--- config.mk ---
export PLATFORM = sky130hd
export DESIGN_NAME = alu_arbiter
export DESIGN_NICKNAME = d
export VERILOG_FILES = /design/src/rtl/alu_arbiter.sv
export SDC_FILE = /design/constraint.sdc
export NUM_CORES = 1
export LEC_CHECK = 0
export CAP_MARGIN = 0
export CORE_AREA = 2 2 125 127
export DETAILED_ROUTE_END_ITERATION = 7
export DIE_AREA = 0 0 127 129
export DONT_BUFFER_PORTS = 1
export PLACE_DENSITY = 0.47
export SETUP_SLACK_MARGIN = 0.2
export SYNTH_ARGS = -nofsm -noshare
export SYNTH_HDL_FRONTEND = slang
export SYNTH_SLANG_ARGS = --single-unit
export TNS_END_PERCENT = 5
--- constraint.sdc ---
create_clock -name i_clk -period 7.7 [get_ports i_clk]
set_input_delay 0.385 -clock i_clk [delete_from_list [all_inputs] [get_ports i_clk]]
set_output_delay 0.385 -clock i_clk [all_outputs]
set_load 0.02 [all_outputs]
--- src/rtl/alu_arbiter.sv ---
// -----------------------------------------------------------------------------
// alu_arbiter
//   Shares one registered-latency alu_unit between two issue ports.
//   Round-robin grant with valid/ready on each request port. The ALU result,
//   valid one cycle after issue, is routed with its tag into a 1-entry response
//   buffer per port with valid/ready back-pressure.
//
// Ports
//   i_clk, i_rst                     clock, async active-high reset
//   i_reqN_valid / o_reqN_ready      request handshake (ready = grant N)
//   i_reqN_funct/alt/x/y/tag         op fields of port N
//   o_rspN_valid / i_rspN_ready      response handshake of port N
//   o_rspN_data / o_rspN_tag         buffered result and originating tag
//   o_alu_funct/alt/x/y              drive to the shared alu_unit
//   i_alu_out                        alu_unit result, valid 1 cycle after issue
//   o_idle                           nothing in flight and both buffers empty
// -----------------------------------------------------------------------------
module alu_arbiter #(
  parameter int XLEN  = 32,
  parameter int TAG_W = 4
) (
  input  logic             i_clk,
  input  logic             i_rst,
  // request port 0
  input  logic             i_req0_valid,
  output logic             o_req0_ready,
  input  logic [2:0]       i_req0_funct,
  input  logic             i_req0_alt,
  input  logic [XLEN-1:0]  i_req0_x,
  input  logic [XLEN-1:0]  i_req0_y,
  input  logic [TAG_W-1:0] i_req0_tag,
  // request port 1
  input  logic             i_req1_valid,
  output logic             o_req1_ready,
  input  logic [2:0]       i_req1_funct,
  input  logic             i_req1_alt,
  input  logic [XLEN-1:0]  i_req1_x,
  input  logic [XLEN-1:0]  i_req1_y,
  input  logic [TAG_W-1:0] i_req1_tag,
  // response port 0
  output logic             o_rsp0_valid,
  input  logic             i_rsp0_ready,
  output logic [XLEN-1:0]  o_rsp0_data,
  output logic [TAG_W-1:0] o_rsp0_tag,
  // response port 1
  output logic             o_rsp1_valid,
  input  logic             i_rsp1_ready,
  output logic [XLEN-1:0]  o_rsp1_data,
  output logic [TAG_W-1:0] o_rsp1_tag,
  // shared ALU
  output logic [2:0]       o_alu_funct,
  output logic             o_alu_alt,
  output logic [XLEN-1:0]  o_alu_x,
  output logic [XLEN-1:0]  o_alu_y,
  input  logic [XLEN-1:0]  i_alu_out,
  // status
  output logic             o_idle
);

  logic             r_rr_ptr;      // port that wins when both are eligible
  logic             r_inf_valid;   // an op was issued last cycle
  logic             r_inf_port;    // its originating port
  logic [TAG_W-1:0] r_inf_tag;     // its tag
  logic             r_rsp0_valid;
  logic [XLEN-1:0]  r_rsp0_data;
  logic [TAG_W-1:0] r_rsp0_tag;
  logic             r_rsp1_valid;
  logic [XLEN-1:0]  r_rsp1_data;
  logic [TAG_W-1:0] r_rsp1_tag;

  logic             w_elig0;
  logic             w_elig1;
  logic             w_gnt0;
  logic             w_gnt1;
  logic [TAG_W-1:0] w_gnt_tag;
  logic             w_load0;
  logic             w_load1;

  // Eligibility and round-robin grant. A port is excluded while its previous
  // op is still in the ALU, so its response buffer can never be overrun. No
  // grant is given while reset is asserted, since such an op would be lost.
  always_comb begin
    w_elig0 = 1'b0;
    w_elig1 = 1'b0;
    w_gnt0  = 1'b0;
    w_gnt1  = 1'b0;
    if (i_rst) begin
      w_elig0 = 1'b0;
      w_elig1 = 1'b0;
    end else begin
      w_elig0 = i_req0_valid && !(r_inf_valid && (r_inf_port == 1'b0)) &&
                (!r_rsp0_valid || i_rsp0_ready);
      w_elig1 = i_req1_valid && !(r_inf_valid && (r_inf_port == 1'b1)) &&
                (!r_rsp1_valid || i_rsp1_ready);
    end
    if (w_elig0 && w_elig1) begin
      w_gnt0 = (r_rr_ptr == 1'b0);
      w_gnt1 = (r_rr_ptr == 1'b1);
    end else begin
      w_gnt0 = w_elig0;
      w_gnt1 = w_elig1;
    end
  end

  // ALU operand mux: granted port drives the ALU, otherwise all zero.
  always_comb begin
    o_alu_funct = 3'd0;
    o_alu_alt   = 1'b0;
    o_alu_x     = {XLEN{1'b0}};
    o_alu_y     = {XLEN{1'b0}};
    w_gnt_tag   = {TAG_W{1'b0}};
    case ({w_gnt1, w_gnt0})
      2'b01: begin
        o_alu_funct = i_req0_funct;
        o_alu_alt   = i_req0_alt;
        o_alu_x     = i_req0_x;
        o_alu_y     = i_req0_y;
        w_gnt_tag   = i_req0_tag;
      end
      2'b10: begin
        o_alu_funct = i_req1_funct;
        o_alu_alt   = i_req1_alt;
        o_alu_x     = i_req1_x;
        o_alu_y     = i_req1_y;
        w_gnt_tag   = i_req1_tag;
      end
      default: begin
        o_alu_funct = 3'd0;
        o_alu_alt   = 1'b0;
        o_alu_x     = {XLEN{1'b0}};
        o_alu_y     = {XLEN{1'b0}};
        w_gnt_tag   = {TAG_W{1'b0}};
      end
    endcase
  end

  assign o_req0_ready = w_gnt0;
  assign o_req1_ready = w_gnt1;

  // The in-flight entry says which buffer i_alu_out belongs to this cycle.
  assign w_load0 = r_inf_valid && (r_inf_port == 1'b0);
  assign w_load1 = r_inf_valid && (r_inf_port == 1'b1);

  // Round-robin pointer and in-flight tracking register.
  always_ff @(posedge i_clk or posedge i_rst) begin
    if (i_rst) begin
      r_rr_ptr    <= 1'b0;
      r_inf_valid <= 1'b0;
      r_inf_port  <= 1'b0;
      r_inf_tag   <= {TAG_W{1'b0}};
    end else begin
      if (w_gnt0) begin
        r_rr_ptr <= 1'b1;
      end else if (w_gnt1) begin
        r_rr_ptr <= 1'b0;
      end else begin
        r_rr_ptr <= r_rr_ptr;
      end
      r_inf_valid <= w_gnt0 || w_gnt1;
      r_inf_port  <= w_gnt1;
      r_inf_tag   <= w_gnt_tag;
    end
  end

  // Response buffer 0: a load beats a same-edge drain so valid stays high.
  always_ff @(posedge i_clk or posedge i_rst) begin
    if (i_rst) begin
      r_rsp0_valid <= 1'b0;
      r_rsp0_data  <= {XLEN{1'b0}};
      r_rsp0_tag   <= {TAG_W{1'b0}};
    end else if (w_load0) begin
      r_rsp0_valid <= 1'b1;
      r_rsp0_data  <= i_alu_out;
      r_rsp0_tag   <= r_inf_tag;
    end else if (r_rsp0_valid && i_rsp0_ready) begin
      r_rsp0_valid <= 1'b0;
    end else begin
      r_rsp0_valid <= r_rsp0_valid;
    end
  end

  // Response buffer 1: same policy as buffer 0.
  always_ff @(posedge i_clk or posedge i_rst) begin
    if (i_rst) begin
      r_rsp1_valid <= 1'b0;
      r_rsp1_data  <= {XLEN{1'b0}};
      r_rsp1_tag   <= {TAG_W{1'b0}};
    end else if (w_load1) begin
      r_rsp1_valid <= 1'b1;
      r_rsp1_data  <= i_alu_out;
      r_rsp1_tag   <= r_inf_tag;
    end else if (r_rsp1_valid && i_rsp1_ready) begin
      r_rsp1_valid <= 1'b0;
    end else begin
      r_rsp1_valid <= r_rsp1_valid;
    end
  end

  assign o_rsp0_valid = r_rsp0_valid;
  assign o_rsp0_data  = r_rsp0_data;
  assign o_rsp0_tag   = r_rsp0_tag;
  assign o_rsp1_valid = r_rsp1_valid;
  assign o_rsp1_data  = r_rsp1_data;
  assign o_rsp1_tag   = r_rsp1_tag;
  assign o_idle       = !r_inf_valid && !r_rsp0_valid && !r_rsp1_valid;

endmodule

### Word-level counts from Yosys, hierarchy flattened

Index checks and enable logic that the tools add are counted.

| operators by class | value |
|---|---|
| bitwise logic cells | 2 |
| shift operators | 0 |
| eq/ne operators | 2 |
| multipliers | 0 |
| divide/modulo/power cells | 0 |
| multiplexer cells | 15 |
| reduce and logical (&&, ||, !) cells | 22 |
| magnitude comparators | 0 |
| add/sub/neg operators | 0 |

Operator list:

| operator | number |
|---|---|
| case mux 32 bit (2 select lines) | 2 |
| logical AND 1 bit | 11 |
| two-way mux 1 bit | 10 |
| case mux 4 bit (2 select lines) | 1 |
| case mux 3 bit (2 select lines) | 1 |
| nonzero test 2 bit | 3 |
| zero test 1 bit | 5 |
| logical OR 1 bit | 3 |
| equality test 2 x 1 -> 1 bit (second input constant) | 1 |
| equality test 2 bit (second input constant) | 1 |
| NOT 1 bit | 2 |
| case mux 1 bit (2 select lines) | 1 |

| storage, ports and cells | value |
|---|---|
| bits in read-only memories | 0 |
| logic and storage cells | 51 |
| output and inout bits | 145 |
| flip-flop bits (word level) | 81 |
| memories | 0 |
| input bits | 182 |
| bits in latches | 0 |
| bits in writable memories | 0 |

### Depth between registers and ports, before layout

| logic depth | value |
|---|---|
| depth in word-level cells | 10 |
| depth in mapped cells | 9 |
| depth with buffers taken out | 6 |

### Worst setup path after synthesis

No wires, ideal clock.

| path | value |
|---|---|
| path kind | input to output |
| start point | input i_rst |
| end point | output o_alu_alt |
| data required time | 7.315 ns |
| path buffers | 2 |
| arrival | 3.934 ns |
| cell stages on the path | 8 |
| slack | 3.381 ns |
| cell sequence | inv_1 > nand4_2 > nor2_1 > ha_1 > buf_2 > clkbuf_1 > a22oi_1 > nor2_1 |

| on the way | value |
|---|---|
| longest elaborated chain between the ends | 5 |
| elaborated cells between the ends (all ways) | 8 |
| classes of those cells | 2 x eq/ne; 5 x mux; 1 x reduce/logical |

Ends and longest elaborated chain:

| element | line | text |
|---|---|---|
| start: declaration | 23 | `input logic i_rst,` |
| two-way mux 1 bit | 87 | `if (i_rst) begin` |
| logical AND 1 bit | 96 | `if (w_elig0 && w_elig1) begin` |
| two-way mux 1 bit (*) | 96 |  |
| named net o_req0_ready | 26 | `output logic o_req0_ready,` |
| equality test 2 bit / equality test 2 x 1 -> 1 bit (equally long branches) | 112 | `case ({w_gnt1, w_gnt0})` |
| case mux 1 bit (2 select lines) (*) | 112 |  |
| end: declaration | 52 | `output logic o_alu_alt,` |

Mark *: on every way through the listed nets, which the timed path passes. The rest lies on a longest branch.

### Final worst setup path

| path | value |
|---|---|
| start point | register r_inf_port |
| end point | output o_alu_x[13] |

| on the way | value |
|---|---|
| longest elaborated chain between the ends | 10 |
| elaborated cells between the ends (all ways) | 17 |
| classes of those cells | 2 x eq/ne; 5 x mux; 1 x bitwise; 9 x reduce/logical |

Ends and longest elaborated chain:

| element | line | text |
|---|---|---|
| start: declaration | 62 | `logic r_inf_port;` |
| start signal: assignment | 160 | `r_inf_port <= w_gnt1;` |
| NOT 1 bit | 91 | `w_elig0 = i_req0_valid && !(r_inf_valid && (r_inf_port == 1'b0)) &&` |
| logical AND 1 bit | 91 |  |
| zero test 1 bit | 91 |  |
| logical AND 1 bit (2 in series) | 91 |  |
| two-way mux 1 bit | 87 |  |
| logical AND 1 bit | 96 |  |
| two-way mux 1 bit (*) | 96 |  |
| named net o_req0_ready | 26 |  |
| equality test 2 bit / equality test 2 x 1 -> 1 bit (equally long branches) | 112 |  |
| case mux 32 bit (2 select lines) (*) | 112 |  |
| end: declaration | 53 | `output logic [XLEN-1:0] o_alu_x,` |

Marks and branches as above.

==> flow_summary.ini <==
[cts]
hold_buffers = 0
post_cts_buffers = 0
cts_tree = done
clock_latency_ns = 0.34
htree_levels = 3
clock_sinks = 81
cts_root_buf = clkbuf_16
numCtsBuffers = 9
cts_max_path_buffers = 2
clk_pin_slew_worst_paths_ns = 0.07
post_cts_resized = 0

[sta]
layout_min_cycle_time_ns = 4.221
tns_ns = 0
fin_ws_ns = 3.479
max_clock_freq_mhz = 236.9
holdWs_ns = 0.1906
max_slew_margin_pct = 12.99
finalClockSkew_ns = 0.007332
finalCritPeriodShare_pct = 54.82
rsz0062_at_grt = false
tightest_slew_ns = 1.305
final-hold-violation-count = 0
setup_viol = 0
drv_slew = 0

[pwr]
p_per_area_nw_per_um2 = 357.5
p_total_mw = 1.647
power_leakage_nw = 1.935
ir_drop_v = 0.0001089

[critical_path]
startpoint_type = register
ff2ff_path_depth = 8
rr_endpoint = r_inf_tag[1]
rrSetupSlack_ns = 4.37
end_kind = output port
crit_required_ns = 7.32
cp.arrival_ns = 3.84
worstPathMaxFanout = 38
critPathKind = reg2out
reg2reg_from = r_inf_port

[hold_path]
hold_class = in2reg
whs_endpoint = o_rsp0_data[1]
min-delay-start = i_alu_out[1]
hold-path-cell-count = 1

[placed_design]
dpl_cell_area_um2 = 4227
numPortBuffers = 0
gp_congestion = 0.9551
dp.cells = 511
hpwl_mm = 10.71
pre_cts_slack_ns = 3.745

[synth]
syn-num-nets = 536
synthTopCellsByArea = dfrtp_1 49%, mux2_4 14%, a22oi_1 13%
synth_top_area_share_pct = 49.32
synth_flop_cell = dfrtp_1
yosys_register_bits = 81
syn_inst = 351
ys_seq_area_share_pct = 49.32
synth.largest_area_cell = dfrtp_1
avgSynthCellArea_um2 = 11.71
synthArstFlopShare_pct = 100.0
synth_edf_count = 0
syn_area_um2 = 4110
ys_warn_count = 0
synth_cell_types = 24

[cells_and_area]
drive_gt1_share_pct = 28.91
nets = 519
layout.cells.non_filler = 528
final_cell_mix = 81 x dfrtp_1, 73 x nor2_1, 72 x a22oi_1
final_area_um2 = 4606
nFillCells = 1509
area.growth.synth_to_final_pct = 12.05
layout_commonest_cell = dfrtp_1
utilization_pct = 30.75

[route]
first_pass_iters = 5
routed_wirelength_mm = 13.98
routed_via_density = 5.595
dr_total_vias = 2954
wl_per_cell_um = 26.48
dr.first_iter.drc_count = 146
drcViolationCount = 0
final_antenna_net_count = 0

[global_routing]
grt.met1_usage_pct = 17.93
use_met3_pct = 9.397
met2_usage_pct = 25.30
grt_start_max_net_pins = 82
grt_pass1_vias = 2841
track_usage_pct = 16.07
grt_overflow = 0
antenna_found_initial = 3
grt_pass1_wl_mm = 19.30
top_usage_layer = met2

[die]
die_x_um = 127
fp.dieH_um = 129
die_area_um2 = 16380
start_util_pct = 27.44
core_area_um2 = 14980
io_pins = 327
rows = 45

[run_status]
status = finished, final reports clean

[flow_run]
cap_violations = 0
layer usage:
layer,routed length [um],part of all wire (%)
met1,5012,36
met2,6583,47
met3,1879,13
met4,479,3.4
met5,26,0.19
registers in the layout, summed over array words and instances (netlist names):
signal / count
r_inf_tag: 4
r_rr_ptr: 1
o_rsp1_data: 32
o_rsp0_valid: 1
r_inf_valid: 1
r_inf_port: 1
o_rsp1_tag: 4
o_rsp0_tag: 4
o_rsp0_data: 32
o_rsp1_valid: 1
synth_stat cells, drive strengths merged, types with 2 or more instances:
library cell / n
a22oi: 72
buf: 10
clkbuf: 22
dfrtp: 81
ha: 3
inv: 2
mux2: 72
nand2: 3
nand2b: 2
nor2: 73
where the power goes:
| part | internal [mW] | leakage, nW | switching (mW) | total, mW |
|---|---|---|---|---|
| combinational | 0.163 | 0.775 | 0.141 | 0.304 |
| clock | 0.360 | 0.183 | 0.172 | 0.532 |
| sequential | 0.553 | 0.977 | 0.257 | 0.810 |
| total | 1.08 | 1.94 | 0.570 | 1.65 |
worst max path at each step:
stage | start | end | slack, ns | cells after the start
floorplan | i_rst | o_alu_alt | 3.38 | 8
global placement | r_inf_valid | o_alu_x[5] | 3.83 | 8
detailed placement | r_inf_port | o_alu_x[5] | 3.75 | 8
CTS | r_inf_port | o_alu_x[5] | 3.37 | 8
global route | r_inf_valid | o_alu_x[5] | 3.19 | 8
finish | r_inf_port | o_alu_x[13] | 3.48 | 8
worst max-delay path, stage by stage (launching register included):
cell      delay [ns]
dfrtp_1         0.38
nand2b_2        0.12
buf_4           0.50
nand4_2         0.25
nor2_1          0.44
ha_2            0.70
buf_4           0.47
a22oi_1         0.13
nor2_1          0.48
layout make-up:
class                      instances  area, um2  share of cell area, %
sequential                        81       2027                  44.01
multi-input combinational        236       1926                  41.81
clock buffer                      10      239.0                  5.189
tap                              188      235.2                  5.107
clock inverter                     6      137.6                  2.988
timing repair buffer               4      30.03                 0.6520
inverter                           2      8.758                 0.1902
antenna                            1      2.502                0.05433
cells by family (layout without fill, tap and decap cells):
| group | after synthesis | count (layout) | synth area share [%] |
|---|---|---|---|
| buffers and inverters | 34 | 22 | 4.079 |
| multiplexers | 72 | 72 | 23.29 |
| other | 0 | 1 | 0 |
| flip-flops | 81 | 81 | 49.31 |
| adder cells (fa/ha/maj) | 3 | 3 | 0.9133 |
| AO/OA/AOI/OAI | 76 | 76 | 13.82 |
| AND/OR/NAND/NOR | 85 | 85 | 8.585 |
No activity file was read; power rests on OpenSTA's default activity.
